<file path="src/rtl/templatized_alu_sequencer.sv">
// templatized_alu_sequencer
//
// Command front-end for the templatized ALU. Requests (opcode plus two
// operands) are buffered in a DEPTH-entry FIFO. They are issued one at a
// time to the ALU datapath. Results return in request order over a
// response port.
//
// Handshakes: a transfer happens on the rising clk edge where valid and
// ready are both 1. A valid side holds its payload stable until that
// edge. req_ready depends only on FIFO occupancy. rsp_valid, rsp_result
// and rsp_err stay stable until rsp_ready is seen.
//
// Optional feature: define TEMPLATIZED_ALU_SEQ_TIMEOUT_EN to abort WAIT
// after 16 cycles without alu_done. The aborted operation gets an error
// response.
//
// Ports:
//   clk, rst_n                      clock, async active-low reset
//   req_valid/req_ready             request handshake
//   req_op, req_a, req_b            opcode and operands
//   alu_valid                       one-cycle issue pulse
//   alu_op_code, alu_a, alu_b       registered issue payload
//   alu_done, alu_result            datapath completion pulse and result
//   rsp_valid/rsp_ready             response handshake
//   rsp_result, rsp_err             result (0 on error) and error flag
//   dbg_state                       current FSM state, for observation only
module templatized_alu_sequencer #(
    parameter int WIDTH = 32,
    parameter int DEPTH = 4
) (
    input  logic             clk,
    input  logic             rst_n,
    input  logic             req_valid,
    output logic             req_ready,
    input  logic [3:0]       req_op,
    input  logic [WIDTH-1:0] req_a,
    input  logic [WIDTH-1:0] req_b,
    output logic             alu_valid,
    output logic [3:0]       alu_op_code,
    output logic [WIDTH-1:0] alu_a,
    output logic [WIDTH-1:0] alu_b,
    input  logic             alu_done,
    input  logic [WIDTH-1:0] alu_result,
    output logic             rsp_valid,
    input  logic             rsp_ready,
    output logic [WIDTH-1:0] rsp_result,
    output logic             rsp_err,
    output logic [1:0]       dbg_state
);
    localparam int AW = $clog2(DEPTH);

    typedef enum logic [1:0] {
        IDLE  = 2'd0,
        ISSUE = 2'd1,
        WAIT  = 2'd2,
        RESP  = 2'd3
    } state_e;

    state_e state_q, state_d;

    // Request FIFO storage
    logic [3:0]       fifo_op_q [DEPTH];
    logic [WIDTH-1:0] fifo_a_q  [DEPTH];
    logic [WIDTH-1:0] fifo_b_q  [DEPTH];
    logic [AW-1:0]    wr_ptr_q, rd_ptr_q;
    logic [AW:0]      count_q;

    logic push, pop, head_legal, timeout;
    logic [3:0]       head_op;
    logic [WIDTH-1:0] head_a, head_b;

    logic [3:0]       alu_op_code_q, alu_op_code_d;
    logic [WIDTH-1:0] alu_a_q, alu_a_d, alu_b_q, alu_b_d;
    logic [WIDTH-1:0] rsp_result_q, rsp_result_d;
    logic             rsp_err_q, rsp_err_d;

    assign req_ready  = (count_q != DEPTH[AW:0]);
    assign push       = req_valid && req_ready;
    // The head is consumed whenever IDLE sees a non-empty FIFO, whether it
    // is legal (goes to ISSUE) or illegal (answered locally).
    assign pop        = (state_q == IDLE) && (count_q != '0);
    assign head_op    = fifo_op_q[rd_ptr_q];
    assign head_a     = fifo_a_q[rd_ptr_q];
    assign head_b     = fifo_b_q[rd_ptr_q];
    assign head_legal = (head_op <= 4'd8);

    always_ff @(posedge clk) begin
        if (push) begin
            fifo_op_q[wr_ptr_q] <= req_op;
            fifo_a_q[wr_ptr_q]  <= req_a;
            fifo_b_q[wr_ptr_q]  <= req_b;
        end
    end

    // DEPTH is a power of two, so the pointers wrap naturally.
    always_ff @(posedge clk or negedge rst_n) begin
        if (!rst_n) begin
            wr_ptr_q <= '0;
            rd_ptr_q <= '0;
            count_q  <= '0;
        end else begin
            if (push) wr_ptr_q <= wr_ptr_q + 1'b1;
            if (pop)  rd_ptr_q <= rd_ptr_q + 1'b1;
            count_q <= count_q + (AW+1)'(push) - (AW+1)'(pop);
        end
    end

`ifdef TEMPLATIZED_ALU_SEQ_TIMEOUT_EN
    // The counter is zero in every state except WAIT, so it is cleared on
    // entry to WAIT. A value of 15 marks the 16th WAIT cycle.
    logic [3:0] wait_cnt_q, wait_cnt_d;

    assign wait_cnt_d = (state_q == WAIT) ? wait_cnt_q + 4'd1 : 4'd0;
    assign timeout    = (state_q == WAIT) && (wait_cnt_q == 4'hF);

    always_ff @(posedge clk or negedge rst_n) begin
        if (!rst_n) wait_cnt_q <= 4'd0;
        else        wait_cnt_q <= wait_cnt_d;
    end
`else
    assign timeout = 1'b0;
`endif

    always_comb begin
        state_d       = state_q;
        alu_op_code_d = alu_op_code_q;
        alu_a_d       = alu_a_q;
        alu_b_d       = alu_b_q;
        rsp_result_d  = rsp_result_q;
        rsp_err_d     = rsp_err_q;
        case (state_q)
            IDLE: begin
                if (count_q != '0) begin
                    if (head_legal) begin
                        state_d       = ISSUE;
                        alu_op_code_d = head_op;
                        alu_a_d       = head_a;
                        alu_b_d       = head_b;
                    end else begin
                        state_d      = RESP;
                        rsp_result_d = '0;
                        rsp_err_d    = 1'b1;
                    end
                end
            end
            ISSUE: state_d = WAIT;
            WAIT: begin
                // alu_done wins over a timeout expiring in the same cycle.
                if (alu_done) begin
                    state_d      = RESP;
                    rsp_result_d = alu_result;
                    rsp_err_d    = 1'b0;
                end else if (timeout) begin
                    state_d      = RESP;
                    rsp_result_d = '0;
                    rsp_err_d    = 1'b1;
                end
            end
            RESP: if (rsp_ready) state_d = IDLE;
            default: state_d = IDLE;
        endcase
    end

    always_ff @(posedge clk or negedge rst_n) begin
        if (!rst_n) begin
            state_q       <= IDLE;
            alu_op_code_q <= 4'd0;
            alu_a_q       <= '0;
            alu_b_q       <= '0;
            rsp_result_q  <= '0;
            rsp_err_q     <= 1'b0;
        end else begin
            state_q       <= state_d;
            alu_op_code_q <= alu_op_code_d;
            alu_a_q       <= alu_a_d;
            alu_b_q       <= alu_b_d;
            rsp_result_q  <= rsp_result_d;
            rsp_err_q     <= rsp_err_d;
        end
    end

    assign alu_valid   = (state_q == ISSUE);
    assign alu_op_code = alu_op_code_q;
    assign alu_a       = alu_a_q;
    assign alu_b       = alu_b_q;
    assign rsp_valid   = (state_q == RESP);
    assign rsp_result  = rsp_result_q;
    assign rsp_err     = rsp_err_q;
    assign dbg_state   = state_q;

endmodule

</file>
<file path="config.mk">
export PLATFORM = sky130hd
export DESIGN_NAME = templatized_alu_sequencer
export DESIGN_NICKNAME = d
export VERILOG_FILES = /design/src/rtl/templatized_alu_sequencer.sv
export SDC_FILE = /design/constraint.sdc
export NUM_CORES = 1
export LEC_CHECK = 0
export CAP_MARGIN = 20
export CORE_ASPECT_RATIO = 0.9
export CORE_UTILIZATION = 56
export CTS_BUF_LIST = sky130_fd_sc_hd__clkbuf_4
export DETAILED_ROUTE_END_ITERATION = 7
export GPL_TIMING_DRIVEN = 0
export MAX_ROUTING_LAYER = met4
export PLACE_DENSITY = 0.82
export SYNTH_ARGS = -nofsm -noshare
export SYNTH_HDL_FRONTEND = slang
export SYNTH_SLANG_ARGS = --single-unit
</file>
<file path="constraint.sdc">
create_clock -name clk -period 3.7 [get_ports clk]
set_clock_uncertainty 0.05 [all_clocks]
set_input_delay 1.11 -clock clk [delete_from_list [all_inputs] [get_ports clk]]
set_output_delay 1.11 -clock clk [all_outputs]
set_load 0.005 [all_outputs]
</file>
# After elaboration in Yosys (flattened, before gate mapping)
# Memory sizes are Yosys's and may differ from the RTL's. A register that Yosys moved wholly into a read port is not among the register bits.
# Index checks and enable logic that the tools add are counted.
# classes
n_shift,0
div_mod_pow,0
eq_ne,8
n_reduce_logical,10
n_mul,0
n_lt_le_gt_ge,1
n_bitwise,0
mux,15
add_sub_neg,4
# op_table
op,n
32-bit 2-to-1 mux,3
32-bit one-hot mux with 2 select lines,1
2-bit 2-to-1 mux,4
2-bit one-hot mux with 4 select lines,1
3-bit AND reduction,2
1-bit 2-to-1 mux,5
"2-bit by 1-bit adder with 2-bit output, second input constant",2
"2-bit equality test, second input constant",2
"4-bit <= comparator, second input constant",1
"2-bit by 1-bit inequality test with 1-bit output, second input constant",2
"2-bit inequality test, second input constant",2
4-bit AND reduction,1
3-bit by 1-bit adder with 3-bit output,1
"3-bit inequality test, second input constant",1
3-bit nonzero test,1
3-bit by 1-bit subtractor with 3-bit output,1
"2-bit by 1-bit equality test with 1-bit output, second input constant",1
1-bit logical AND,2
1-bit zero test,2
2-bit zero test,1
1-bit one-hot mux with 2 select lines,1
2-bit nonzero test,1
# word_totals
latch_bits,0
ramBits,272
register_bits,46
inputBits,105
mem_bits_ro,0
output_inout_bits,106
n_memories,3
# mem_list
name,words,width,rd,rd_clocked_by_memory_dff,write_ports,line_no,text
fifo_a_q,4,32,1,1,1,63,logic [WIDTH-1:0] fifo_a_q [DEPTH];
fifo_b_q,4,32,1,1,1,64,logic [WIDTH-1:0] fifo_b_q [DEPTH];
fifo_op_q,4,4,1,0,1,62,logic [3:0] fifo_op_q [DEPTH];

# Logic depth before layout (Yosys ltp)
# An unclocked memory read counts as a cell.
# depth
ltp_word,5
depth_mapped,11

# Worst setup path before layout
# Ideal clock, no wire load.
# synth_timing
path_kind,in2reg
start,input port req_valid
end,memory fifo_a_q[1][0] (enable)
path_stages,1
required_time_ps,3216
t_arrival_ps,2755
setup_slack_ps,462
setup_ps,434
path_cell_list,and3_1
# synth_between
elab_chain_len,3
# synth_lines
item,line_no,text
start: declaration,33,"input logic req_valid,"
1-bit logical AND,78,assign push = req_valid && req_ready;
1-bit 2-to-1 mux,88,if (push) begin
1-bit 2-to-1 mux (implied by the code),90,fifo_a_q[wr_ptr_q] <= req_a;
end: declaration,63,
# Every way passes these cells.

# Final worst setup path
# layout_timing
start,register count_q[1]
end,output port req_ready
# layout_between
elab_chain_len,1
# layout_lines
item,line_no,text
start: declaration,66,logic [AW:0] count_q;
start signal: assignment,104,count_q <= count_q + (AW+1)'(push) - (AW+1)'(pop);
3-bit inequality test,77,assign req_ready = (count_q != DEPTH[AW:0]);
end: declaration,34,"output logic req_ready,"
# Every way passes these cells.

==> flow_metrics.env <==
export IMPL_path_cells="nor2_1 -> nand2_1 -> clkdlybuf4s50_1"
export IMPL_die_w_um=172
export IMPL_max_freq_mhz=327
export IMPL_yosys_warnings=0
export IMPL_critPathRequiredTime_ns=2.54
export IMPL_initial_core_util=0.573
export IMPL_clk_latency_ns=0.71
export IMPL_power_density_mw_per_mm2=817
export IMPL_grtUsageMet2=0.369
export IMPL_drc=0
export IMPL_fin_cells=1429
export IMPL_vias=7491
export IMPL_rows=55
export IMPL_grt_use_met1=0.289
export IMPL_vias_per_cell=5.24
export IMPL_io_buffers=210
export IMPL_synthArstFlopShare=0.288
export IMPL_outcome="finished, final reports clean"
export IMPL_wirelength_um=28500
export IMPL_min_path_type="input port to async pin"
export IMPL_fin_tns_setup_ns=0
export IMPL_die_area_mm2=0.0265
export IMPL_globalRoute_totalOverflow=0
export IMPL_ctsResizeCount=0
export IMPL_drv_cap=0
export IMPL_finalCriticalPeriod_ns=3.06
export IMPL_core_region_area_mm2=0.0253
export IMPL_firstDrtPassIters=5
export IMPL_drt_iter0_drc=461
export IMPL_ant_nets=0
export IMPL_cts_hold_buffers=0
export IMPL_synth_edf_count=272
export IMPL_io_pins=211
export IMPL_post_place_cells=1257
export IMPL_syn_inst=700
export IMPL_grt_pass1_wl_um=44300
export IMPL_relSlewSlack=0.410
export IMPL_post_drt_wl_per_cell_um=20.0
export IMPL_dp_hpwl_um=17900
export IMPL_crit_type="flop to output port"
export IMPL_startpoint_type="flop"
export IMPL_clkTransAtPathRegs_ns=0.06
export IMPL_crit_arrival_ns=1.90
export IMPL_busiest_layer="met2"
export IMPL_grt_setup_unrepaired="false"
export IMPL_cts_sinks=382
export IMPL_hold_viol=0
export IMPL_synth_seq_area_share=0.754
export IMPL_numCtsBuffers=92
export IMPL_critPathSlowestCell="clkdlybuf4s50_1"
export IMPL_htree_levels=3
export IMPL_die_h_um=155
export IMPL_synth_cell_types=29
export IMPL_avgSynthCellArea_um2=20.7
export IMPL_area_growth_pct=27.3
export IMPL_drive_gt1_frac=0.295
export IMPL_whs_ns=0.307
export IMPL_cts_tree="built"
export IMPL_synth_seq_cells=382
export IMPL_clock_path_buffers=3
export IMPL_setup_violations=0
export IMPL_place_congestion=0.699
export IMPL_synth_area_mm2=0.0145
export IMPL_synth_nets=817
export IMPL_final_util=0.730
export IMPL_end_kind="output port"
export IMPL_ir_drop_mv=0.462
export IMPL_synthFlopType="edfxtp_1"
export IMPL_antenna_found_initial=4
export IMPL_grt_max_degree=67
export IMPL_grtUsageTotal=0.233
export IMPL_root_buffer="clkbuf_4"
export IMPL_tightest_slew_ns=0.885
export IMPL_p_leak_uw=0.00691
export IMPL_postCtsSetupBuffers=0
export IMPL_nets=1126
export IMPL_worstPathMaxFanout=6
export IMPL_grtUsageMet3=0.0681
export IMPL_fin_crit_sh=0.827
export IMPL_drv_slew=0
export IMPL_grt_pass1_vias=8285
export IMPL_cpPeakStageDelay_ns=0.56
==> power by group <==
| part | total, uW | internal [uW] | switching, uW |
|---|---|---|---|
| registers | 6280 | 5830 | 455 |
| clock network | 3580 | 1990 | 1590 |
| logic | 5190 | 2940 | 2250 |
| total | 15100 | 10800 | 4300 |
==> worst paths after layout <==
path / start / cells after the start / slack [ns] / end
hold / removal: rst_n / 1 / 0.31 / alu_a[3]
min in group clk: alu_a[26] / 1 / 0.46 / alu_a[26]
setup / recovery: count_q[1] / 3 / 0.64 / req_ready
max in group asynchronous: rst_n / 2 / 2.56 / alu_a[19]
hold reg to reg: alu_a[26] / 1 / 0.46 / alu_a[26]
setup reg to reg: dbg_state[1] / 11 / 1.03 / count_q[2]
==> placed cells by master, fill, tap and decap left out, types with 4 or more instances in the layout <==
cell,n
edfxtp_1,272
clkdlybuf4s50_1,209
clkbuf_4,145
dfrtp_1,110
mux4_2,68
inv_1,45
mux2_2,39
nand2_1,34
mux2i_1,33
mux2_4,30
clkinv_1,15
clkbuf_1,14
ha_1,11
buf_2,10
buf_6,5
diode_2,4
xnor2_1,4
and3_4,4
buf_16,4
==> area by class of cell <==
type                            count  area [um2]
Sequential cell                   382       10900
Fill cell                        1569        6820
Multi-Input combinational cell    242        3240
Timing Repair Buffer              215        2230
Clock buffer                      145        1090
Tap cell                          342         428
Clock inverter                     23         180
Inverter                           45         169
Buffer                             31         166
Antenna cell                        4        10.0
==> kinds of logic after synthesis <==
kind of cell | Yosys count | synth area share
XOR/XNOR | 5 | 0.00302
adder cells (fa/ha/maj) | 12 | 0.0109
multiplexers | 170 | 0.190
AO/OA/AOI/OAI | 9 | 0.00544
AND/OR/NAND/NOR | 46 | 0.0133
buffers and inverters | 76 | 0.0232
flip-flops | 382 | 0.754
==> cell usage after synthesis, types with 2 or more instances <==
cell type  instances  area share
nand2_1           34      0.0088
mux4_2            68        0.11
clkbuf_1          14      0.0036
buf_4              2      0.0010
mux2_4            30       0.031
xnor2_1            4      0.0024
and3_1             4      0.0017
mux2_2            39       0.030
edfxtp_1         272        0.56
o21ai_0            2     0.00069
buf_6              4      0.0031
ha_1              11      0.0095
buf_2             10      0.0035
mux2i_1           33       0.023
nor3_1             2     0.00069
nor2_1             3     0.00078
dfrtp_1          110        0.19
a21oi_1            3      0.0010
inv_1             45       0.012
==> worst max-delay path: cells and delay by family, from the launching register on <==
| kind | cells | cell delay (ns) |
|---|---|---|
| flops | 1 | 0.43 |
| buf+inv | 1 | 0.56 |
| simple gates | 2 | 0.23 |
==> routing by layer <==
layer	wire, um	vias to the layer above	part of all wire
met4	456	0	0.016
met3	2430	46	0.085
met2	14000	280	0.49
li1	-	3390	-
met5	0	-	0
met1	11700	3775	0.41
==> sequential cells by signal, summed over array words and instances (netlist names) <==
| name | flops |
|---|---|
| alu_a | 32 |
| dbg_state | 2 |
| count_q | 3 |
| alu_op_code | 4 |
| rsp_err | 1 |
| fifo_a_q | 128 |
| alu_b | 32 |
| rsp_result | 32 |
| fifo_op_q | 16 |
| wr_ptr_q | 2 |
| rd_ptr_q | 2 |
| fifo_b_q | 128 |
==> stage by stage <==
stage                     cell area (um2)  total power [uW]  setup slack (ns)
after CTS                           18400             15300             0.560
after global placement              17000             11400             -3.31
after floorplan                     14500              9450             0.462
after global routing                18400             15900             0.514
final                               18400             15100             0.639
after detailed placement            17200             11600             0.372
Power figures use the tool's default switching activity.
